--- config.mk ---
export PLATFORM = sky130hd
export DESIGN_NAME = uart_tx_arbiter
export DESIGN_NICKNAME = d
export VERILOG_FILES = /design/src/rtl/uart_pkg.sv /design/src/rtl/rr_pick.sv /design/src/rtl/uart_tx_arbiter.sv
export SDC_FILE = /design/constraint.sdc
export NUM_CORES = 1
export LEC_CHECK = 0
export BUFFER_PORTS_ARGS = -buffer_cell sky130_fd_sc_hd__buf_2
export CAP_MARGIN = 0
export CELL_PAD_IN_SITES_DETAIL_PLACEMENT = 0
export CELL_PAD_IN_SITES_GLOBAL_PLACEMENT = 1
export CORE_UTILIZATION = 42
export DETAILED_ROUTE_END_ITERATION = 7
export GPL_TIMING_DRIVEN = 1
export PLACE_DENSITY = 0.82
export SLEW_MARGIN = 15
export SYNTH_ARGS = -nofsm -noshare
export SYNTH_HDL_FRONTEND = slang
export SYNTH_SLANG_ARGS = --single-unit
--- constraint.sdc ---
create_clock -name clk -period 7.6 [get_ports clk]
set_input_delay 0 -clock clk [delete_from_list [all_inputs] [get_ports clk]]
set_output_delay 0 -clock clk [all_outputs]
set_load 0.01 [all_outputs]
--- src/rtl/uart_pkg.sv ---
// Shared types and constants for the UART transmit arbiter.
package uart_pkg;
  localparam int BYTE_W      = 8;
  localparam int DEFAULT_GAP = 15000;

  typedef enum logic [1:0] {IDLE, SEND, GAP, HOLD} state_e;
endpackage

--- src/rtl/rr_pick.sv ---
// Combinational round-robin selector: first set request at or after i_ptr, wrapping.
module rr_pick #(
  parameter  int N_REQ = 4,
  localparam int IW    = $clog2(N_REQ)
) (
  input  logic [N_REQ-1:0] i_req,
  input  logic [IW-1:0]    i_ptr,
  output logic [N_REQ-1:0] o_onehot,
  output logic [IW-1:0]    o_idx,
  output logic             o_any
);
  logic [IW-1:0] w_pos;

  always_comb begin
    o_onehot = '0;
    o_idx    = '0;
    o_any    = 1'b0;
    w_pos    = '0;
    for (int k = 0; k < N_REQ; k++) begin
      w_pos = IW'((int'(i_ptr) + k) % N_REQ);
      if (!o_any && i_req[w_pos]) begin
        o_any           = 1'b1;
        o_idx           = w_pos;
        o_onehot[w_pos] = 1'b1;
      end
    end
  end
endmodule

--- src/rtl/uart_tx_arbiter.sv ---
// Message-granular round-robin arbiter in front of a single UART byte transmitter,
// with a fixed idle gap after every byte.
module uart_tx_arbiter
  import uart_pkg::*;
#(
  parameter  int N_REQ      = 4,
  parameter  int GAP_CYCLES = DEFAULT_GAP,
  localparam int CNT_W      = $clog2(GAP_CYCLES + 1),
  localparam int IW         = $clog2(N_REQ)
) (
  input  logic                    clk,
  input  logic                    rst,
  input  logic [N_REQ-1:0]        req_valid,
  input  logic [BYTE_W*N_REQ-1:0] req_data,
  input  logic [N_REQ-1:0]        req_last,
  output logic [N_REQ-1:0]        req_ready,
  output logic [BYTE_W-1:0]       word,
  output logic                    tx_en,
  input  logic                    tx_done,
  output logic [N_REQ-1:0]        grant,
  output logic                    busy
);
  state_e            r_state, w_state_nxt;
  logic [BYTE_W-1:0] r_word;
  logic              r_tx_en;
  logic              r_lock;
  logic [N_REQ-1:0]  r_grant;
  logic [IW-1:0]     r_owner;
  logic [IW-1:0]     r_rr_ptr;
  logic [CNT_W-1:0]  r_cnt;

  logic [N_REQ-1:0]  w_pick_oh;
  logic [IW-1:0]     w_pick_idx;
  logic              w_pick_any;
  logic              w_acc;
  logic [N_REQ-1:0]  w_acc_oh;
  logic [IW-1:0]     w_acc_idx;
  logic              w_release;
  logic              w_gap_end;
  logic              w_own_valid;
  logic [BYTE_W-1:0] w_bytes [N_REQ];

  rr_pick #(.N_REQ(N_REQ)) u_pick (
    .i_req    (req_valid),
    .i_ptr    (r_rr_ptr),
    .o_onehot (w_pick_oh),
    .o_idx    (w_pick_idx),
    .o_any    (w_pick_any)
  );

  for (genvar g = 0; g < N_REQ; g++) begin : g_bytes
    assign w_bytes[g] = req_data[g*BYTE_W +: BYTE_W];
  end

  assign w_gap_end   = (r_cnt == CNT_W'(GAP_CYCLES - 1));
  assign w_own_valid = |(req_valid & r_grant);

  always_comb begin
    w_state_nxt = r_state;
    w_acc       = 1'b0;
    w_acc_oh    = '0;
    w_acc_idx   = r_owner;
    w_release   = 1'b0;
    case (r_state)
      IDLE: if (w_pick_any) begin
        w_acc       = 1'b1;
        w_acc_oh    = w_pick_oh;
        w_acc_idx   = w_pick_idx;
        w_state_nxt = SEND;
      end
      SEND: if (tx_done) w_state_nxt = GAP;
      GAP: if (w_gap_end) begin
        if (!r_lock) begin
          w_release   = 1'b1;
          w_state_nxt = IDLE;
        end else if (w_own_valid) begin
          w_acc       = 1'b1;
          w_acc_oh    = r_grant;
          w_state_nxt = SEND;
        end else begin
          w_state_nxt = HOLD;
        end
      end
      HOLD: if (w_own_valid) begin
        w_acc       = 1'b1;
        w_acc_oh    = r_grant;
        w_state_nxt = SEND;
      end
      default: w_state_nxt = IDLE;
    endcase
  end

  always_ff @(posedge clk) begin
    if (rst) begin
      r_state  <= IDLE;
      r_word   <= '0;
      r_tx_en  <= 1'b0;
      r_lock   <= 1'b0;
      r_grant  <= '0;
      r_owner  <= '0;
      r_rr_ptr <= '0;
      r_cnt    <= '0;
    end else begin
      r_state <= w_state_nxt;
      if (w_acc) begin
        r_word  <= w_bytes[w_acc_idx];
        r_grant <= w_acc_oh;
        r_owner <= w_acc_idx;
        r_lock  <= ~req_last[w_acc_idx];
        r_tx_en <= 1'b1;
      end
      if (r_state == SEND && tx_done) begin
        r_tx_en <= 1'b0;
        r_cnt   <= '0;
      end else if (r_state == GAP) begin
        r_cnt <= r_cnt + 1'b1;
      end
      // Pointer always moves past the finishing owner, whoever else was waiting.
      if (w_release) begin
        r_grant  <= '0;
        r_rr_ptr <= (r_owner == IW'(N_REQ - 1)) ? '0 : r_owner + 1'b1;
      end
    end
  end

  assign req_ready = w_acc_oh;
  assign word      = r_word;
  assign tx_en     = r_tx_en;
  assign grant     = r_grant;
  assign busy      = (r_state != IDLE);
endmodule

# Yosys cells after proc, flatten, opt, wreduce, memory -nomap -nowiden
# Cells that the tools add are included.
[totals] out_inout_bits=18 word_cells=111 register_bits=34 in_bits=43
[classes] add_sub_neg=5 n_reduce_logical=17 magnitude_cmp=10 n_eq_ne=9 bitwise=6 n_mux=56
[op_table] op="4-bit two-way mux" count=8
[op_table] op="2-bit two-way mux" count=13
[op_table] op="1-bit two-way mux" count=20
[op_table] op="8-bit binary-select mux with 2-bit select" count=1
[op_table] op="8-bit two-way mux" count=2
[op_table] op="2-bit by 3-bit less-than comparator with 1-bit output (second input constant)" count=5
[op_table] op="14-bit by 1-bit adder with 14-bit output (second input constant)" count=1
[op_table] op="14-bit == test (second input constant)" count=1
[op_table] op="4-bit OR" count=3
[op_table] op="4-bit one-hot mux with 3 select lines" count=1
[op_table] op="1-bit binary-select mux with 2-bit select" count=5
[op_table] op="1-bit demux with 2-bit select" count=4
[op_table] op="2-bit by 1-bit >= comparator with 1-bit output (second input constant)" count=4
[op_table] op="1-bit logical AND" count=8
[op_table] op="2-bit one-hot mux with 4 select lines" count=1
[op_table] op="2-bit == test (second input constant)" count=3
[op_table] op="2-bit inequality test (second input constant)" count=3
[op_table] op="2-bit by 1-bit adder with 2-bit output (second input constant)" count=2
[op_table] op="2-bit adder (second input constant)" count=2
[op_table] op="4-bit bitwise AND" count=1
[op_table] op="4-bit AND reduction" count=1
[op_table] op="2-bit OR reduction" count=2
[op_table] op="4-bit OR reduction" count=1
[op_table] op="3-bit >= comparator (second input constant)" count=1
[op_table] op="other kinds (8)" count=10

# Longest topological paths before layout
# Gate-level depths: netlist of run 1.
[depth] ltp_word=18 ltp_mapped=13 depth_no_buf=8

# Cells and area by module
# A second synthesis of run 1 with hierarchy kept.
[hier_totals] hier_cells=245 area_unflattened_um2=2422.3
[by_module_without_submodules] module="uart_tx_arbiter" cells_per_inst=200 area_per_inst_um2=2000.7 n_inst=1
[by_module_without_submodules] module="rr_pick" cells_per_inst=45 area_per_inst_um2=421.7 n_inst=1

# Worst setup path after synthesis of run 1
# OpenSTA, ideal clock, no wires.
[synth_timing] path_type="register -> register" from="reg r_rr_ptr[0]" to="reg r_word[0] (netlist: word[0])" stages_incl_launch_ff=13 setup_ns=0.133 period_less_slack_ns=2.883 n_path_buf=5 slack_ns=4.717 arrival_time_ns=2.749 cell_sequence="dfxtp_1 -> buf_6 -> buf_4 -> inv_1 -> ha_1 -> buf_2 -> mux4_2 -> nand2b_1 -> o21a_1 -> buf_6 -> buf_4 -> mux2i_1 -> o221ai_1"
[synth_between] elab_chain_len=18
[synth_rtl] item="start: declaration" line_no="uart_tx_arbiter.sv:29" text="logic [IW-1:0] r_rr_ptr;"
[synth_rtl] item="start signal: assignment" line_no="uart_tx_arbiter.sv:121" text="r_rr_ptr <= (r_owner == IW'(N_REQ - 1)) ? '0 : r_owner + 1'b1;"
[synth_rtl] item="parallel branches: the longest is 18 deep, another holds 2-bit by 1-bit adder with 2-bit output"
[synth_rtl] item="end signal: assignment" line_no="uart_tx_arbiter.sv:106" text="r_word <= w_bytes[w_acc_idx];"
[synth_rtl] item="end: declaration" line_no="uart_tx_arbiter.sv:24" text="logic [BYTE_W-1:0] r_word;"
# Several ways; the timed one is not identified. The select of a mux whose other input is x is not followed.
# A chain may end at the register's enable or synchronous reset.

# Worst setup path after layout of run 1
[layout_timing] from="reg r_rr_ptr[0]" to="reg r_word[7] (netlist: word[7])"
# The elaborated chain is that of the path after synthesis.

==> results.json, run 1 <==
{
  "grt_usage_pct": 18.9,
  "worst_slack_ns": 4.06,
  "cpPeakStageDelay_ns": 0.82,
  "syn_nets": 326,
  "synth_top_family_by_area": "simple AND/OR/NAND/NOR gates",
  "cpMaxStageDelayCell": "o21a_1",
  "synth_top_cell_by_area": "dfxtp_1",
  "fin_crit_ns": 3.54,
  "cp-startpoint": "r_rr_ptr[0]$_SDFFE_PP0P_",
  "route.detailed.drc": 0,
  "die_h_um": 77.2,
  "hold_buffers": 0,
  "clk_latency_ns": 0.28,
  "grt_antenna_before_repair": 0,
  "cts_root_buf": "clkbuf_8",
  "critPathBufInv": 1,
  "n_fill_cell": 558,
  "via_count": 2195,
  "vias_per_cell": 5.56,
  "clock_path_buffers": 2,
  "grt_pass1_wl_um": 9110,
  "rsz0062_at_grt": "no",
  "hp-start": "req_data[14]",
  "grt_max_degree": 20,
  "synth_compound_area_share_pct": 20.2,
  "hpwl_um": 4110,
  "cts.sinks": 34,
  "synthXorXnorAreaFrac_pct": 3.69,
  "start_util_pct": 43.4,
  "area.growth.synth_to_final_pct": 15.9,
  "netlist-cell-type-count": 59,
  "tns_ns": 0,
  "drtAntennaViolNets": 0,
  "slew_viol_final": 0,
  "synth_top_area_share_pct": 28.6,
  "power_mw": 0.644,
  "slew_headroom_pct": 37.4,
  "drt-wirelength-per-cell_um": 14.2,
  "ios": 61,
  "clkTransAtPathRegs_ns": 0.07,
  "worst-setup-path-type": "reg2reg",
  "multi_input_area_mm2": 0.00157,
  "fp.coreArea_mm2": 0.00547,
  "cts_tree": "done",
  "hold_violations": 0,
  "cp_max_fo": 19,
  "cts_resized": 0,
  "fmax_ghz": 0.282,
  "first_pass_iters": 6,
  "synth-seq-cells": 34,
  "postSynthCellCount": 270,
  "arrival_ns": 3.69,
  "wl_um": 5610,
  "synth-edff-count": 0,
  "status": "finished clean",
  "grt_overflow": 0,
  "ys_warn_count": 0,
  "die_w_um": 77.2,
  "r2r_start": "r_rr_ptr[0]$_SDFFE_PP0P_",
  "seq_area_frac_synth_pct": 28.6,
  "io_buffers": 60,
  "peakVddDrop_uv": 135,
  "numCtsBuffers": 5,
  "synthSimpleGateAreaFrac_pct": 21.6,
  "postSynthAreaPerCell_um2": 8.80,
  "synthMuxAreaShare_pct": 13.7,
  "worstPathCellList": "inv_1, ha_1, nand2_1, a21o_1, a221oi_1, o21a_1, mux2i_1, o221ai_1",
  "hp-class": "in2reg",
  "nets": 379,
  "finalCritPeriodShare_pct": 46.6,
  "row_count": 27,
  "place_congestion": 0.793,
  "htreeDepth": 2,
  "setup_viol": 0,
  "num_antenna_cells": 0,
  "dp_slack_ns": 4.04,
  "die_area_mm2": 0.00596,
  "end_kind": "flip-flop",
  "p_per_area_mw_per_mm2": 234,
  "max-cap-violations": 0,
  "worst_pin_slew_ns": 0.939,
  "syn_area_mm2": 0.00238,
  "power_leakage_nw": 1.14,
  "drive_gt1_share_pct": 24.8,
  "synth-async-reset-ratio_pct": 0,
  "drt_iter0_drc": 83,
  "required_ns": 7.75,
  "startpoint_type": "flip-flop",
  "first_global_vias": 2010,
  "finalClockSkew_ns": 0.00224,
  "synth_fa_ha_area_share_pct": 6.85,
  "cts_setup_buffers": 0,
  "area.sequential_um2": 681,
  "ys.flop_type": "dfxtp_1",
  "path_delay_family": "compound AO/OA/AOI/OAI gates",
  "ys_top_cells_by_area": "dfxtp_1 (29%), mux2i_1 (9.3%), ha_1 (6.8%)"
}
## registers in the layout, summed over array words and instances (netlist names)
| name | count |
|---|---|
| r_state | 2 |
| r_cnt | 14 |
| word | 8 |
| r_rr_ptr | 2 |
| r_lock | 1 |
| grant | 4 |
| r_owner | 2 |
| tx_en | 1 |
## synthesized netlist by cell type (2+ instances only)
cell,number
a21o_1,2
a21oi_1,12
a221oi_1,6
a22oi_1,4
and2_1,2
and3_1,2
buf_2,2
buf_4,5
buf_6,2
clkbuf_1,4
dfxtp_1,34
ha_1,13
inv_1,10
mux2_2,2
mux2i_1,22
mux4_2,3
nand2_1,25
nand2b_1,5
nand3_1,2
nand3b_1,8
nand4_1,4
nor2_1,30
nor2b_1,4
nor4bb_1,2
o211ai_1,2
o21ai_0,8
o221ai_1,8
o31ai_1,5
or3_1,4
xnor2_1,3
xor2_1,7
## worst paths after layout
kind / end / slack, ns / cells after the start
worst min-delay path: word[6]$_SDFFE_PP0P_ / 0.02 / 3
worst min register to register: tx_en$_SDFFE_PP0P_ / 0.50 / 2
worst max-delay path: word[7]$_SDFFE_PP0P_ / 4.06 / 8
worst max register to register: word[7]$_SDFFE_PP0P_ / 4.06 / 8
## worst register-to-register path, cell delays in order, from the launching register on
cell      delay [ns]
dfxtp_1         0.79
inv_1           0.20
ha_1            0.48
nand2_1         0.08
a21o_1          0.20
a221oi_1        0.43
o21a_1          0.82
mux2i_1         0.27
o221ai_1        0.14
## power breakdown
group          switching (mW)  internal, mW  total [mW]
clock network          0.0627        0.0630       0.126
logic                   0.162         0.120       0.282
registers              0.0250         0.211       0.236
total                   0.249         0.395       0.644
## routing by layer
metal / track usage (%) / part of all wire (%)
met1: 23.1 / 45
met2: 32.6 / 50
met3: 4.17 / 4.1
met4: 5.85 / 0.78
met5: 0 / 0
## metrics by stage
stage               hold WS, ns  cells  instance area [um^2]  util, %
finish                   0.0179    395                  2750     50.3
CTS                      0.0172    395                  2750     50.3
global route            0.00969    395                  2750     50.3
floorplan                 0.200    270                  2380        -
global placement          0.289    388                  2680     48.9
detailed placement        0.316    388                  2680     48.9
## layout make-up
type	instances	area share (%)
Multi-Input combinational cell	212	57.0
Sequential cell	34	24.7
Timing Repair Buffer	60	10.9
Tap cell	72	3.27
Clock buffer	7	2.77
Inverter	10	1.36
## cells by family after synthesis
family / Yosys count
AND/OR/NAND/NOR: 98
AO/OA/AOI/OAI: 63
flip-flops: 34
multiplexers: 28
buffers and inverters: 24
adder cells (fa/ha/maj): 13
XOR/XNOR: 10
## cells in the final DEF (no fill, tap or decap), types with 3 or more instances in the layout
master / instances
ha_1: 13
o21ai_0: 8
dfxtp_1: 34
or3_1: 4
a221oi_1: 6
nand3b_1: 8
o31ai_1: 5
mux4_2: 3
a22oi_1: 4
buf_2: 60
inv_1: 10
a21oi_1: 12
nand2b_1: 5
mux2i_1: 22
nand4_1: 4
xor2_1: 7
o221ai_1: 8
nand2_1: 25
clkbuf_8: 5
nor2_1: 30
xnor2_1: 3
nor2b_1: 4
Note: power is estimated with default switching activity, not from simulation.
==> run 2, diff against run 1 <==
--- a/config.mk
+++ b/config.mk
@@ -9,10 +9,10 @@
 export CAP_MARGIN = 0
 export CELL_PAD_IN_SITES_DETAIL_PLACEMENT = 0
 export CELL_PAD_IN_SITES_GLOBAL_PLACEMENT = 1
-export CORE_UTILIZATION = 42
+export CORE_UTILIZATION = 36
 export DETAILED_ROUTE_END_ITERATION = 7
 export GPL_TIMING_DRIVEN = 1
-export PLACE_DENSITY = 0.82
+export PLACE_DENSITY = 0.74
 export SLEW_MARGIN = 15
 export SYNTH_ARGS = -nofsm -noshare
 export SYNTH_HDL_FRONTEND = slang
==> constraint.sdc (replaced) <==
create_clock -name clk -period 3.14 [get_ports clk]
set_input_delay 0 -clock clk [delete_from_list [all_inputs] [get_ports clk]]
set_output_delay 0 -clock clk [all_outputs]
set_load 0.01 [all_outputs]
==> results.json, run 2 (synthesis gave the netlist of run 1 again) <==
{
  "cts.sinks": 34,
  "grt_overflow": 0,
  "die_area_mm2": 0.00693,
  "hold_buffers": 0,
  "cts_setup_buffers": 0,
  "route.detailed.drc": 0,
  "clock_path_buffers": 2,
  "peakVddDrop_uv": 363,
  "fin_crit_ns": 2.73,
  "via_count": 2196,
  "grt_pass1_wl_um": 9700,
  "drtAntennaViolNets": 0,
  "row_count": 29,
  "first_global_vias": 2125,
  "arrival_ns": 2.93,
  "p_per_area_mw_per_mm2": 570,
  "cts_tree": "done",
  "clk_latency_ns": 0.28,
  "holdWs_ns": 0.0167,
  "cpMaxStageDelayCell": "mux4_2",
  "clkTransAtPathRegs_ns": 0.07,
  "fmax_ghz": 0.366,
  "hpwl_um": 4170,
  "num_antenna_cells": 0,
  "worst_pin_slew_ns": 0.500,
  "slew_headroom_pct": 66.6,
  "required_ns": 3.34,
  "worst-setup-path-type": "reg2reg",
  "numCtsBuffers": 5,
  "grt_usage_pct": 16.9,
  "wl_um": 5530,
  "drt-wirelength-per-cell_um": 13.7,
  "finalCritPeriodShare_pct": 87.0,
  "path_delay_family": "simple AND/OR/NAND/NOR gates",
  "setup_viol": 0,
  "cts_root_buf": "clkbuf_8",
  "fp.coreArea_mm2": 0.00635,
  "start_util_pct": 37.4,
  "nets": 384,
  "drive_gt1_share_pct": 26.3,
  "vias_per_cell": 5.44,
  "postLayoutCoreUtil_pct": 44.2,
  "area.growth.synth_to_final_pct": 18.0,
  "layout_commonest_cell": "buf_2",
  "finalClockSkew_ns": 0.00468,
  "die_h_um": 83.2,
  "worstPathCellList": "inv_1, ha_1, mux4_2, nor2b_4, or3_4, a31oi_4, or3_1, o221ai_1",
  "grt_antenna_before_repair": 0,
  "rsz0062_at_grt": "no",
  "status": "finished clean",
  "n_fill_cell": 656,
  "top_register": "r_cnt",
  "power_mw": 1.60,
  "first_pass_iters": 4,
  "largest_reg_flops": 14,
  "hp-class": "in2reg",
  "cts_resized": 0,
  "slew_viol_final": 0,
  "startpoint_type": "flip-flop",
  "die_w_um": 83.2,
  "htreeDepth": 2,
  "place_congestion": 0.802,
  "ios": 61,
  "hold_violations": 0,
  "final_cell_mix": "buf_2 (60), dfxtp_1 (34), nor2_1 (30), nand2_1 (25), mux2i_1 (22)",
  "cp_max_fo": 10,
  "max-cap-violations": 0,
  "critPathBufInv": 1,
  "cpPeakStageDelay_ns": 0.67,
  "grt_max_degree": 20,
  "drt_iter0_drc": 116,
  "io_buffers": 60,
  "tns_ns": 0,
  "power_leakage_nw": 1.17,
  "end_kind": "flip-flop"
}
## run 2: changes by cell type in the layout (fill, tap and decap cells not counted), sizes merged
cell / change
clkbuf: -1
buf: +5
## run 2: power breakdown
part           switching, mW  internal (mW)  leakage, nW  total, mW
clock network          0.145          0.169       0.0431      0.314
logic                  0.402          0.311        0.853      0.713
registers             0.0594          0.512        0.276      0.571
## run 2: path summary, 6_finish.rpt
path | startpoint | to | slack, ns | cells after the start
worst max register to register | r_rr_ptr[1]$_SDFFE_PP0P_ | word[6]$_SDFFE_PP0P_ | 0.41 | 8
worst min register to register | r_state[1]$_SDFFE_PP0P_ | r_state[1]$_SDFFE_PP0P_ | 0.49 | 2
worst min-delay path | req_data[14] | word[6]$_SDFFE_PP0P_ | 0.02 | 3
worst max-delay path | r_rr_ptr[1]$_SDFFE_PP0P_ | word[6]$_SDFFE_PP0P_ | 0.41 | 8
## run 2: through the flow
stage | area [um^2] | setup WS (ns) | instances
after detailed placement | 2720 | 0.439 | 398
after floorplan | 2380 | 0.257 | 270
after CTS | 2800 | 0.425 | 404
final | 2800 | 0.408 | 404
after global routing | 2800 | 0.246 | 404
after global placement | 2720 | 0.500 | 398
## run 2: final cells by class
cell class                 count  area [um^2]  share of cell area, %
multi-input combinational    212         1570                   56.0
sequential                    34          681                   24.3
timing repair buffer          65          338                   12.0
tap                           77         96.3                   3.44
clock buffer                   6         82.6                   2.95
inverter                      10         37.5                   1.34
## run 2: worst min-delay path: stages
cell	delay, ns
buf_2	0.07
mux2i_1	0.05
o221ai_1	0.13
## run 2: layer usage
metal	routed length, um	share of wire (%)	vias to the layer above	GRT usage [%]
met2	2700	49	46	28.2
li1	-	-	1108	-
met4	49	0.89	0	4.55
met1	2520	46	1037	22.0
met5	0	0	-	0
met3	259	4.7	5	3.58
==> run 3, diff against run 2 <==
--- a/config.mk
+++ b/config.mk
@@ -10,10 +10,11 @@
 export CELL_PAD_IN_SITES_DETAIL_PLACEMENT = 0
 export CELL_PAD_IN_SITES_GLOBAL_PLACEMENT = 1
 export CORE_UTILIZATION = 36
+export CTS_CLUSTER_DIAMETER = 30
 export DETAILED_ROUTE_END_ITERATION = 7
 export GPL_TIMING_DRIVEN = 1
-export PLACE_DENSITY = 0.74
-export SLEW_MARGIN = 15
+export PLACE_DENSITY_LB_ADDON = 0.1
+export SLEW_MARGIN = 10
 export SYNTH_ARGS = -nofsm -noshare
 export SYNTH_HDL_FRONTEND = slang
 export SYNTH_SLANG_ARGS = --single-unit
==> results.json, run 3 (synthesis gave the netlist of run 1 again) <==
{
  "status": "finished clean",
  "cts_resized": 0,
  "row_count": 29,
  "holdWs_ns": 0.0162,
  "cts_root_buf": "clkbuf_8",
  "final_cell_mix": "buf_2 (60), dfxtp_1 (34), nor2_1 (30), nand2_1 (25), mux2i_1 (22)",
  "cts.sinks": 34,
  "finalClockSkew_ns": 0.00397,
  "nets": 384,
  "peakVddDrop_uv": 273,
  "grt_pass1_wl_um": 9680,
  "drt_iter0_drc": 99,
  "numCtsBuffers": 5,
  "start_util_pct": 37.4,
  "first_pass_iters": 4,
  "hpwl_um": 4240,
  "grt_max_degree": 20,
  "clkTransAtPathRegs_ns": 0.07,
  "grt_antenna_before_repair": 0,
  "cpMaxStageDelayCell": "mux4_2",
  "hold_buffers": 0,
  "worstPathCellList": "inv_1, ha_1, mux4_2, nor2b_4, or3_4, a31oi_4, or3_1, o221ai_1",
  "htreeDepth": 2,
  "n_fill_cell": 653,
  "slew_viol_final": 0,
  "drive_gt1_share_pct": 26.5,
  "first_global_vias": 2079,
  "wl_um": 5760,
  "rr_endpoint": "word[6]$_SDFFE_PP0P_",
  "fin_crit_ns": 2.73,
  "power_leakage_nw": 1.17,
  "route.detailed.drc": 0,
  "finalCritPeriodShare_pct": 86.9,
  "startpoint_type": "flip-flop",
  "grt_usage_pct": 17.1,
  "p_per_area_mw_per_mm2": 572,
  "tns_ns": 0,
  "top_register": "r_cnt",
  "rsz0062_at_grt": "no",
  "via_count": 2185,
  "postLayoutCoreUtil_pct": 44.1,
  "power_mw": 1.60,
  "hp-class": "in2reg",
  "cp_max_fo": 10,
  "reg2reg_slack_ns": 0.41,
  "hold_violations": 0,
  "die_h_um": 83.2,
  "setup_viol": 0,
  "die_area_mm2": 0.00693,
  "vias_per_cell": 5.40,
  "num_antenna_cells": 0,
  "arrival_ns": 2.93,
  "cp-startpoint": "r_rr_ptr[1]$_SDFFE_PP0P_",
  "clk_latency_ns": 0.28,
  "fp.coreArea_mm2": 0.00635,
  "drt-wirelength-per-cell_um": 14.2,
  "grt_overflow": 0,
  "slew_headroom_pct": 64.2,
  "worst-setup-path-type": "reg2reg",
  "worst_r2r_path_depth": 8,
  "die_w_um": 83.2,
  "fmax_ghz": 0.366,
  "r2r_start": "r_rr_ptr[1]$_SDFFE_PP0P_",
  "worst_pin_slew_ns": 0.537,
  "cts_tree": "done",
  "ios": 61,
  "drtAntennaViolNets": 0,
  "end_kind": "flip-flop",
  "io_buffers": 60,
  "max-cap-violations": 0,
  "clock_path_buffers": 2,
  "critPathCapture": "word[6]$_SDFFE_PP0P_",
  "area.growth.synth_to_final_pct": 17.9,
  "required_ns": 3.34,
  "place_congestion": 0.870,
  "cpPeakStageDelay_ns": 0.65,
  "layout_commonest_cell": "buf_2",
  "cts_setup_buffers": 0,
  "largest_reg_flops": 14
}
-- run 3: cell types whose count changed in the layout (fill, tap and decap cells not counted), sizes merged --
cell / delta
clkbuf: -1
clkinv: +2
-- run 3: worst min-delay path by stage --
| stage | start | cells past startpoint | end | slack, ns |
|---|---|---|---|---|
| floorplan | req_data[14] | 2 | word[6]$_SDFFE_PP0P_ | 0.20 |
| global placement | req_data[14] | 3 | word[6]$_SDFFE_PP0P_ | 0.29 |
| detailed placement | req_data[14] | 3 | word[6]$_SDFFE_PP0P_ | 0.32 |
| CTS | req_data[14] | 3 | word[6]$_SDFFE_PP0P_ | 0.005 |
| global route | req_data[3] | 3 | word[3]$_SDFFE_PP0P_ | 0.04 |
| finish | req_data[14] | 3 | word[6]$_SDFFE_PP0P_ | 0.02 |
-- run 3: critical path, delay by kind of cell (launching register included) --
| kind | cells | cell delay [ns] |
|---|---|---|
| multiplexers | 1 | 0.65 |
| AND/OR/NAND/NOR | 3 | 0.78 |
| AO/OA/AOI/OAI | 2 | 0.34 |
| flip-flops | 1 | 0.33 |
| adder cells (fa/ha/maj) | 1 | 0.45 |
| buffers and inverters | 1 | 0.10 |
-- run 3: cell type report --
class / instances / area [um^2] / share of cell area (%)
clock buffers: 5 / 68.8 / 2.46
clock inverters: 2 / 10.0 / 0.357
inverters: 10 / 37.5 / 1.34
multi-input cells: 212 / 1570 / 56.0
flip-flops and latches: 34 / 681 / 24.3
well taps: 77 / 96.3 / 3.44
repair buffers: 65 / 338 / 12.1
-- run 3: power by group --
group	switching (mW)	internal (mW)	leakage, nW
Clock	0.162	0.149	0.0438
Sequential	0.0619	0.512	0.276
Combinational	0.407	0.311	0.853
-- run 3: metal layers --
layer	vias to the layer above	track usage (%)	part of all wire, %
li1	1104	-	-
met1	1032	20.6	45
met2	41	29.4	49
met3	8	3.88	4.4
met4	0	6.58	1.9
met5	-	0	0
-- run 3: metrics by stage --
step,std cells,worst slack (ns),cell area (um^2)
global placement,398,0.480,2720
global route,405,0.275,2800
floorplan,270,0.257,2380
finish,405,0.410,2800
CTS,405,0.407,2800
detailed placement,398,0.419,2720
